**src/rtl/multicycle_ctrl.sv**
```systemverilog
// Main control FSM for the multi-cycle MIPS datapath: sequences fetch/decode/execute/memory/write-back,
// drives datapath mux selects and enables, counts retired instructions and flags unsupported opcodes.
module multicycle_ctrl #(
    parameter int CNT_W = 32
) (
    input  logic             clk,
    input  logic             rst_n,
    input  logic [5:0]       op,
    input  logic [5:0]       func,
    input  logic             zero,
    input  logic             mem_ready,
    output logic             mem_req,
    output logic             mem_we,
    output logic             iord,
    output logic             ir_write,
    output logic             pc_write,
    output logic [1:0]       pc_source,
    output logic             alu_src_a,
    output logic [1:0]       alu_src_b,
    output logic             ext_op,
    output logic [3:0]       alu_op,
    output logic             reg_write,
    output logic [1:0]       reg_dst,
    output logic [1:0]       mem_to_reg,
    output logic             illegal,
    output logic [CNT_W-1:0] retired,
    output logic [3:0]       dbg_state
);

    typedef enum logic [3:0] {
        S_FETCH   = 4'd0,
        S_DECODE  = 4'd1,
        S_MEMADDR = 4'd2,
        S_MEMRD   = 4'd3,
        S_MEMWB   = 4'd4,
        S_MEMWR   = 4'd5,
        S_RTEXE   = 4'd6,
        S_RTWB    = 4'd7,
        S_IMMEXE  = 4'd8,
        S_IMMWB   = 4'd9,
        S_BRANCH  = 4'd10,
        S_JUMP    = 4'd11,
        S_ILLEGAL = 4'd12
    } state_t;

    localparam logic [5:0] OP_R     = 6'b000000;
    localparam logic [5:0] OP_J     = 6'b000010;
    localparam logic [5:0] OP_JAL   = 6'b000011;
    localparam logic [5:0] OP_BEQ   = 6'b000100;
    localparam logic [5:0] OP_BNE   = 6'b000101;
    localparam logic [5:0] OP_ADDIU = 6'b001001;
    localparam logic [5:0] OP_SLTI  = 6'b001010;
    localparam logic [5:0] OP_SLTIU = 6'b001011;
    localparam logic [5:0] OP_ANDI  = 6'b001100;
    localparam logic [5:0] OP_ORI   = 6'b001101;
    localparam logic [5:0] OP_XORI  = 6'b001110;
    localparam logic [5:0] OP_LUI   = 6'b001111;
    localparam logic [5:0] OP_LW    = 6'b100011;
    localparam logic [5:0] OP_SW    = 6'b101011;

    state_t     state, state_next;
    logic       func_ok;
    logic       retire;
    logic [3:0] imm_aop;
    logic       imm_ext;

    always_comb begin
        case (func)
            6'b100000, 6'b100001, 6'b100010, 6'b100011,
            6'b100100, 6'b100101, 6'b100110, 6'b100111,
            6'b101010, 6'b101011,
            6'b000000, 6'b000010, 6'b000011,
            6'b000100, 6'b000110, 6'b000111: func_ok = 1'b1;
            default:                         func_ok = 1'b0;
        endcase
    end

    // Logical immediates and lui zero-extend; everything else sign-extends.
    always_comb begin
        imm_aop = 4'b0000;
        imm_ext = 1'b1;
        case (op)
            OP_ADDIU: imm_aop = 4'b0010;
            OP_ANDI:  begin imm_aop = 4'b0011; imm_ext = 1'b0; end
            OP_LUI:   begin imm_aop = 4'b0100; imm_ext = 1'b0; end
            OP_ORI:   begin imm_aop = 4'b0101; imm_ext = 1'b0; end
            OP_SLTI:  imm_aop = 4'b0110;
            OP_SLTIU: imm_aop = 4'b0111;
            OP_XORI:  begin imm_aop = 4'b1000; imm_ext = 1'b0; end
            default:  imm_aop = 4'b0000;
        endcase
    end

    always_comb begin
        state_next = state;
        mem_req    = 1'b0;
        mem_we     = 1'b0;
        iord       = 1'b0;
        ir_write   = 1'b0;
        pc_write   = 1'b0;
        pc_source  = 2'b00;
        alu_src_a  = 1'b0;
        alu_src_b  = 2'b00;
        ext_op     = 1'b0;
        alu_op     = 4'b0000;
        reg_write  = 1'b0;
        reg_dst    = 2'b00;
        mem_to_reg = 2'b00;
        retire     = 1'b0;
        case (state)
            S_FETCH: begin
                mem_req   = 1'b1;
                alu_src_b = 2'b01;
                ir_write  = mem_ready;
                pc_write  = mem_ready;
                if (mem_ready) state_next = S_DECODE;
            end
            S_DECODE: begin
                alu_src_b = 2'b11;
                ext_op    = 1'b1;
                case (op)
                    OP_LW, OP_SW:   state_next = S_MEMADDR;
                    OP_R:           state_next = func_ok ? S_RTEXE : S_ILLEGAL;
                    OP_BEQ, OP_BNE: state_next = S_BRANCH;
                    OP_J, OP_JAL:   state_next = S_JUMP;
                    OP_ADDIU, OP_SLTI, OP_SLTIU, OP_ANDI,
                    OP_ORI, OP_XORI, OP_LUI: state_next = S_IMMEXE;
                    default:        state_next = S_ILLEGAL;
                endcase
            end
            S_MEMADDR: begin
                alu_src_a  = 1'b1;
                alu_src_b  = 2'b10;
                ext_op     = 1'b1;
                state_next = (op == OP_LW) ? S_MEMRD : S_MEMWR;
            end
            S_MEMRD: begin
                mem_req = 1'b1;
                iord    = 1'b1;
                if (mem_ready) state_next = S_MEMWB;
            end
            S_MEMWB: begin
                reg_write  = 1'b1;
                mem_to_reg = 2'b01;
                retire     = 1'b1;
                state_next = S_FETCH;
            end
            S_MEMWR: begin
                mem_req = 1'b1;
                mem_we  = 1'b1;
                iord    = 1'b1;
                if (mem_ready) begin
                    retire     = 1'b1;
                    state_next = S_FETCH;
                end
            end
            S_RTEXE: begin
                alu_src_a  = 1'b1;
                alu_op     = 4'b1100;
                state_next = S_RTWB;
            end
            S_RTWB: begin
                reg_write  = 1'b1;
                reg_dst    = 2'b01;
                retire     = 1'b1;
                state_next = S_FETCH;
            end
            S_IMMEXE: begin
                alu_src_a  = 1'b1;
                alu_src_b  = 2'b10;
                ext_op     = imm_ext;
                alu_op     = imm_aop;
                state_next = S_IMMWB;
            end
            S_IMMWB: begin
                reg_write  = 1'b1;
                retire     = 1'b1;
                state_next = S_FETCH;
            end
            S_BRANCH: begin
                alu_src_a  = 1'b1;
                alu_op     = 4'b0001;
                pc_source  = 2'b01;
                pc_write   = (op == OP_BNE) ? ~zero : zero;
                retire     = 1'b1;
                state_next = S_FETCH;
            end
            S_JUMP: begin
                pc_write  = 1'b1;
                pc_source = 2'b10;
                if (op == OP_JAL) begin
                    reg_write  = 1'b1;
                    reg_dst    = 2'b10;
                    mem_to_reg = 2'b10;
                end
                retire     = 1'b1;
                state_next = S_FETCH;
            end
            S_ILLEGAL: state_next = S_ILLEGAL;
            default:   state_next = S_FETCH;
        endcase
    end

    always_ff @(posedge clk or negedge rst_n) begin
        if (!rst_n) begin
            state   <= S_FETCH;
            illegal <= 1'b0;
            retired <= '0;
        end else begin
            state <= state_next;
            if (state_next == S_ILLEGAL) illegal <= 1'b1;
            if (retire) retired <= retired + CNT_W'(1);
        end
    end

    assign dbg_state = state;

endmodule
```
**config.mk**
```make
export PLATFORM = sky130hd
export DESIGN_NAME = multicycle_ctrl
export DESIGN_NICKNAME = d
export VERILOG_FILES = /design/src/rtl/multicycle_ctrl.sv
export SDC_FILE = /design/constraint.sdc
export NUM_CORES = 1
export LEC_CHECK = 0
export ABC_AREA = 1
export CAP_MARGIN = 25
export CORE_MARGIN = 1.5
export CORE_UTILIZATION = 40
export DETAILED_ROUTE_END_ITERATION = 8
export MAX_ROUTING_LAYER = met4
export PLACE_DENSITY = 0.7
export SLEW_MARGIN = 20
export SYNTH_ARGS = -nofsm -noshare
export SYNTH_HDL_FRONTEND = slang
export SYNTH_SLANG_ARGS = --single-unit
```
**constraint.sdc**
```tcl
create_clock -name clk -period 1.9 [get_ports clk]
set_input_delay 0.38 -clock clk [delete_from_list [all_inputs] [get_ports clk]]
set_output_delay 0.38 -clock clk [all_outputs]
set_load 0.05 [all_outputs]
```
==> summary.md <==
| Metric | Value |
|---|---|
| Run status | complete, but fails checks |
| Failing checks | setup timing |
| Post-synth EDFFs | 0 |
| Total Wirelength | just over 9000 um |
| Seq/Total Area, Yosys | 33.3% |
| Switching Fraction | ~50% |
| Most frequent cells in the layout | nand2_1, buf_4, nor2_1, inv_1, dfrtp_1 |
| Largest net degree at the start of global routing | 25 |
| Final Hold Viols | 0 |
| Worst min path class | input port to async pin |
| Unrepaired setup endpoints after global routing | true |
| Final HPWL DP | 7080 um |
| H-tree levels | 2 |
| FF/Latch Area | just over 900 um^2 |
| Seq pwr share | 20.8% |
| Net Sw Power | 2.62 mW |
| Critical Path RT | 1.52 ns |
| GRT Max-Usage Layer | met2 |
| Io pins | 73 |
| Share of cells above drive strength 1 | between 30 and 40% |
| Syn Std Cell Area | 0.00278 mm^2 |
| Reg clk slew, reported paths | 0.08 ns |
| Int Power | 2.67 mW |
| Final antenna-violating net count | 0 |
| CP Class | flip-flop to output port |
| Port Buffers | a little over 70 |
| Met2 Resource Use GR | between 40% and 50% |
| DIE WIDTH | 86.3 um |
| Setup slack after layout | -0.0839 ns |
| Starting Density | about two fifths |
| Clock buffer depth | 2 |
| Filler cells | 617 |
| Initial drt markers | 310 |
| Drt first pass iters | 5 |
| Worst Path Buf+Inv | 4 |
| Crit-path cells | buf_6 > inv_4 > nor2_4 > inv_4 > nor2_4 > nor2_4 > nand2_2 > buf_8 |
| CTS sink cnt | 37 |
| Largest area contributor in the netlist | dfrtp_1 |
| CP max stage delay | 0.41 ns |
| Area taken by multi-input logic gates | approximately 0.0018 mm^2 |
| Vias in the first global route | 3151 |
| Max_cap viols | 0 |
| Initial antenna violation count | 0 |
| Die footprint | approximately 0.0075 mm^2 |
| Gate power share | 65.1% |
| Fin Clk Skew | ~0.012 ns |
| Cells after Synth | 454 |
| Num CTS Buffers | 5 |
| Met3 GRT Util | 2.95% |
| Worst Setup Start Kind | flip-flop |
| Post-layout instance area | 0.00439 mm^2 |
| Core Region | around 0.0068 mm^2 |
| Global Route met1 Usage | between 30 and 40% |
| Antenna cells | 0 |
| Placer Congestion | 0.946 |
| Synth cell types | 30 |
| Worst-Margin Slew | between 0.5 and 0.6 ns |
| WL/cell | around 14 um |
| Commonest non-fill, non-tap cell in the layout | nand2_1 |
| Detailed-route via count | 3355 |
| NumNets Final | 590 |
| DRC violations left | 0 |
| Max-slew violations | 0 |
| All-Layer GR Usage | 26.5% |
| Async S/R FF share, synth | 100% |
| Synthesized Nets | 471 |
| Worst-path maximum fanout | 7 |
| Top delay family on crit path | simple AND/OR/NAND/NOR gates |
| Hold Buf Count CTS | 0 |
| Power Density | between 1000 and 1500 mW/mm^2 |
| Area contributors post-synth | dfrtp_1, nand2_1, nor2_1 |
| GRT overflow | 0 |
| YS warnings | 0 |
| Clock power frac | 14.1% |
| CP most frequent cell | nor2_4 |
| Number of core rows | 30 |
| Worst EP arrival | 1.60 ns |
| Peak VDD IR | 0.462 mV |
| Syn_area_per_cell | about 6.1 um^2 |
| Top-area cell type share of the netlist area | 33.3% |
| Setup Viol. Count Final | 13 |
| Syn-to-layout area delta | 58.1% |
| Min Tclk post-route | around 2 ns |
| Placed Area | 0.00398 mm^2 |
| CP max stage cell | dfrtp_2 |
| Worst-skew pair later-pin latency | 0.30 ns |
| Fmax | around 0.50 GHz |
| Fin crit share | 104% |
| Rel. slew slack | between 60% and 70% |
| Post-DR vias/cell | roughly 5 |
| Leakage | 2.19 nW |
| Die height | 86.3 um |
| Flops & latches, synth | 37 |
| Top FF cell, synth | dfrtp_1 |
| Global-route wire length before repair | 15100 um |
| CP Capture Type | output port |
| Total design power | 5.29 mW |
| CTS root buf | clkbuf_8 |
| TritonCTS clock tree | built |
[routing by layer]
metal	vias to the layer above	wire (um)	share of wire [%]
met1	1538	4330	47
met4	0	181	1.9
met3	19	570	6.1
met5	-	0	0
met2	144	4230	45
li1	1654	-	-
[stage by stage]
stage / hold WS (ns) / util (%) / setup TNS [ns] / worst slack (ns) / cells
floorplan: 0.0844 / - / -1.15 / -0.277 / 454
global placement: 0.388 / 58.9 / -1.35 / -0.216 / 627
detailed placement: 0.399 / 58.9 / -1.32 / -0.215 / 627
CTS: 0.0736 / 63.2 / -0.0645 / -0.0268 / 645
global route: 0.101 / 65.0 / -1.30 / -0.130 / 654
finish: 0.0516 / 65.0 / -0.572 / -0.0839 / 654
[power groups by stage]
stage               Sequential [mW]  Clock, mW  Combinational (mW)
finish                         1.10      0.746                3.44
global route                   1.13      0.782                3.61
CTS                            1.10      0.750                3.30
detailed placement             1.11          0                3.03
global placement               1.11          0                3.00
floorplan                      1.53          0                1.35
[area by class of cell]
type                            count  share of cell area [%]
Clock buffer                        6                    1.88
Timing Repair Buffer              119                    27.5
Multi-Input combinational cell    351                    40.9
Tap cell                           80                    2.28
Sequential cell                    37                    21.2
Inverter                           59                    5.33
Clock inverter                      2                   0.855
[logic make-up after synthesis]
group	Yosys count	share of synthesized area [%]
and+or+nand+nor	317	48.3
AOI/OAI and AO/OA	19	3.96
buffers and inverters	66	9.50
xor gates and xnor gates	14	4.41
DFF	37	33.3
adders and majority gates	1	0.450
[sequential cells by signal (all words and copies together) (netlist names)]
| signal | count |
|---|---|
| illegal | 1 |
| retired | 32 |
| dbg_state | 4 |
[final timing paths]
path	endpoint	from	cells past startpoint	slack [ns]
min reg2reg	illegal$_DFFE_PN0N_	illegal$_DFFE_PN0N_	2	0.49
max	ext_op	dbg_state[1]$_DFF_PN0_	8	-0.08
max in group asynchronous	illegal$_DFFE_PN0N_	rst_n	2	1.30
min in group clk	illegal$_DFFE_PN0N_	illegal$_DFFE_PN0N_	2	0.49
max reg2reg	retired[5]$_DFFE_PN0P_	dbg_state[3]$_DFF_PN0_	9	0.09
min	retired[6]$_DFFE_PN0P_	rst_n	1	0.05
[cells in the mapped netlist (2+ instances only)]
cell        n
a21oi_1     4
buf_2       4
buf_4       3
dfrtp_1    37
inv_1      53
inv_2       5
nand2_1   191
nand2_2     2
nand3_1    25
nand3b_1    9
nand4_1     6
nor2_1     57
nor2_2      3
nor3_1     17
nor3_2      2
o21ai_0     3
o21ai_1     8
xnor2_1     3
xor2_1     11
[what timing repair did]
action / 4_1_cts / 5_1_grt
gates resized for setup: 41 / 19
setup buffers: 10 / 9
pin swaps: 12 / 16
endpoints found under the setup margin: 14 / 16
(Power assumes the default switching activity.)
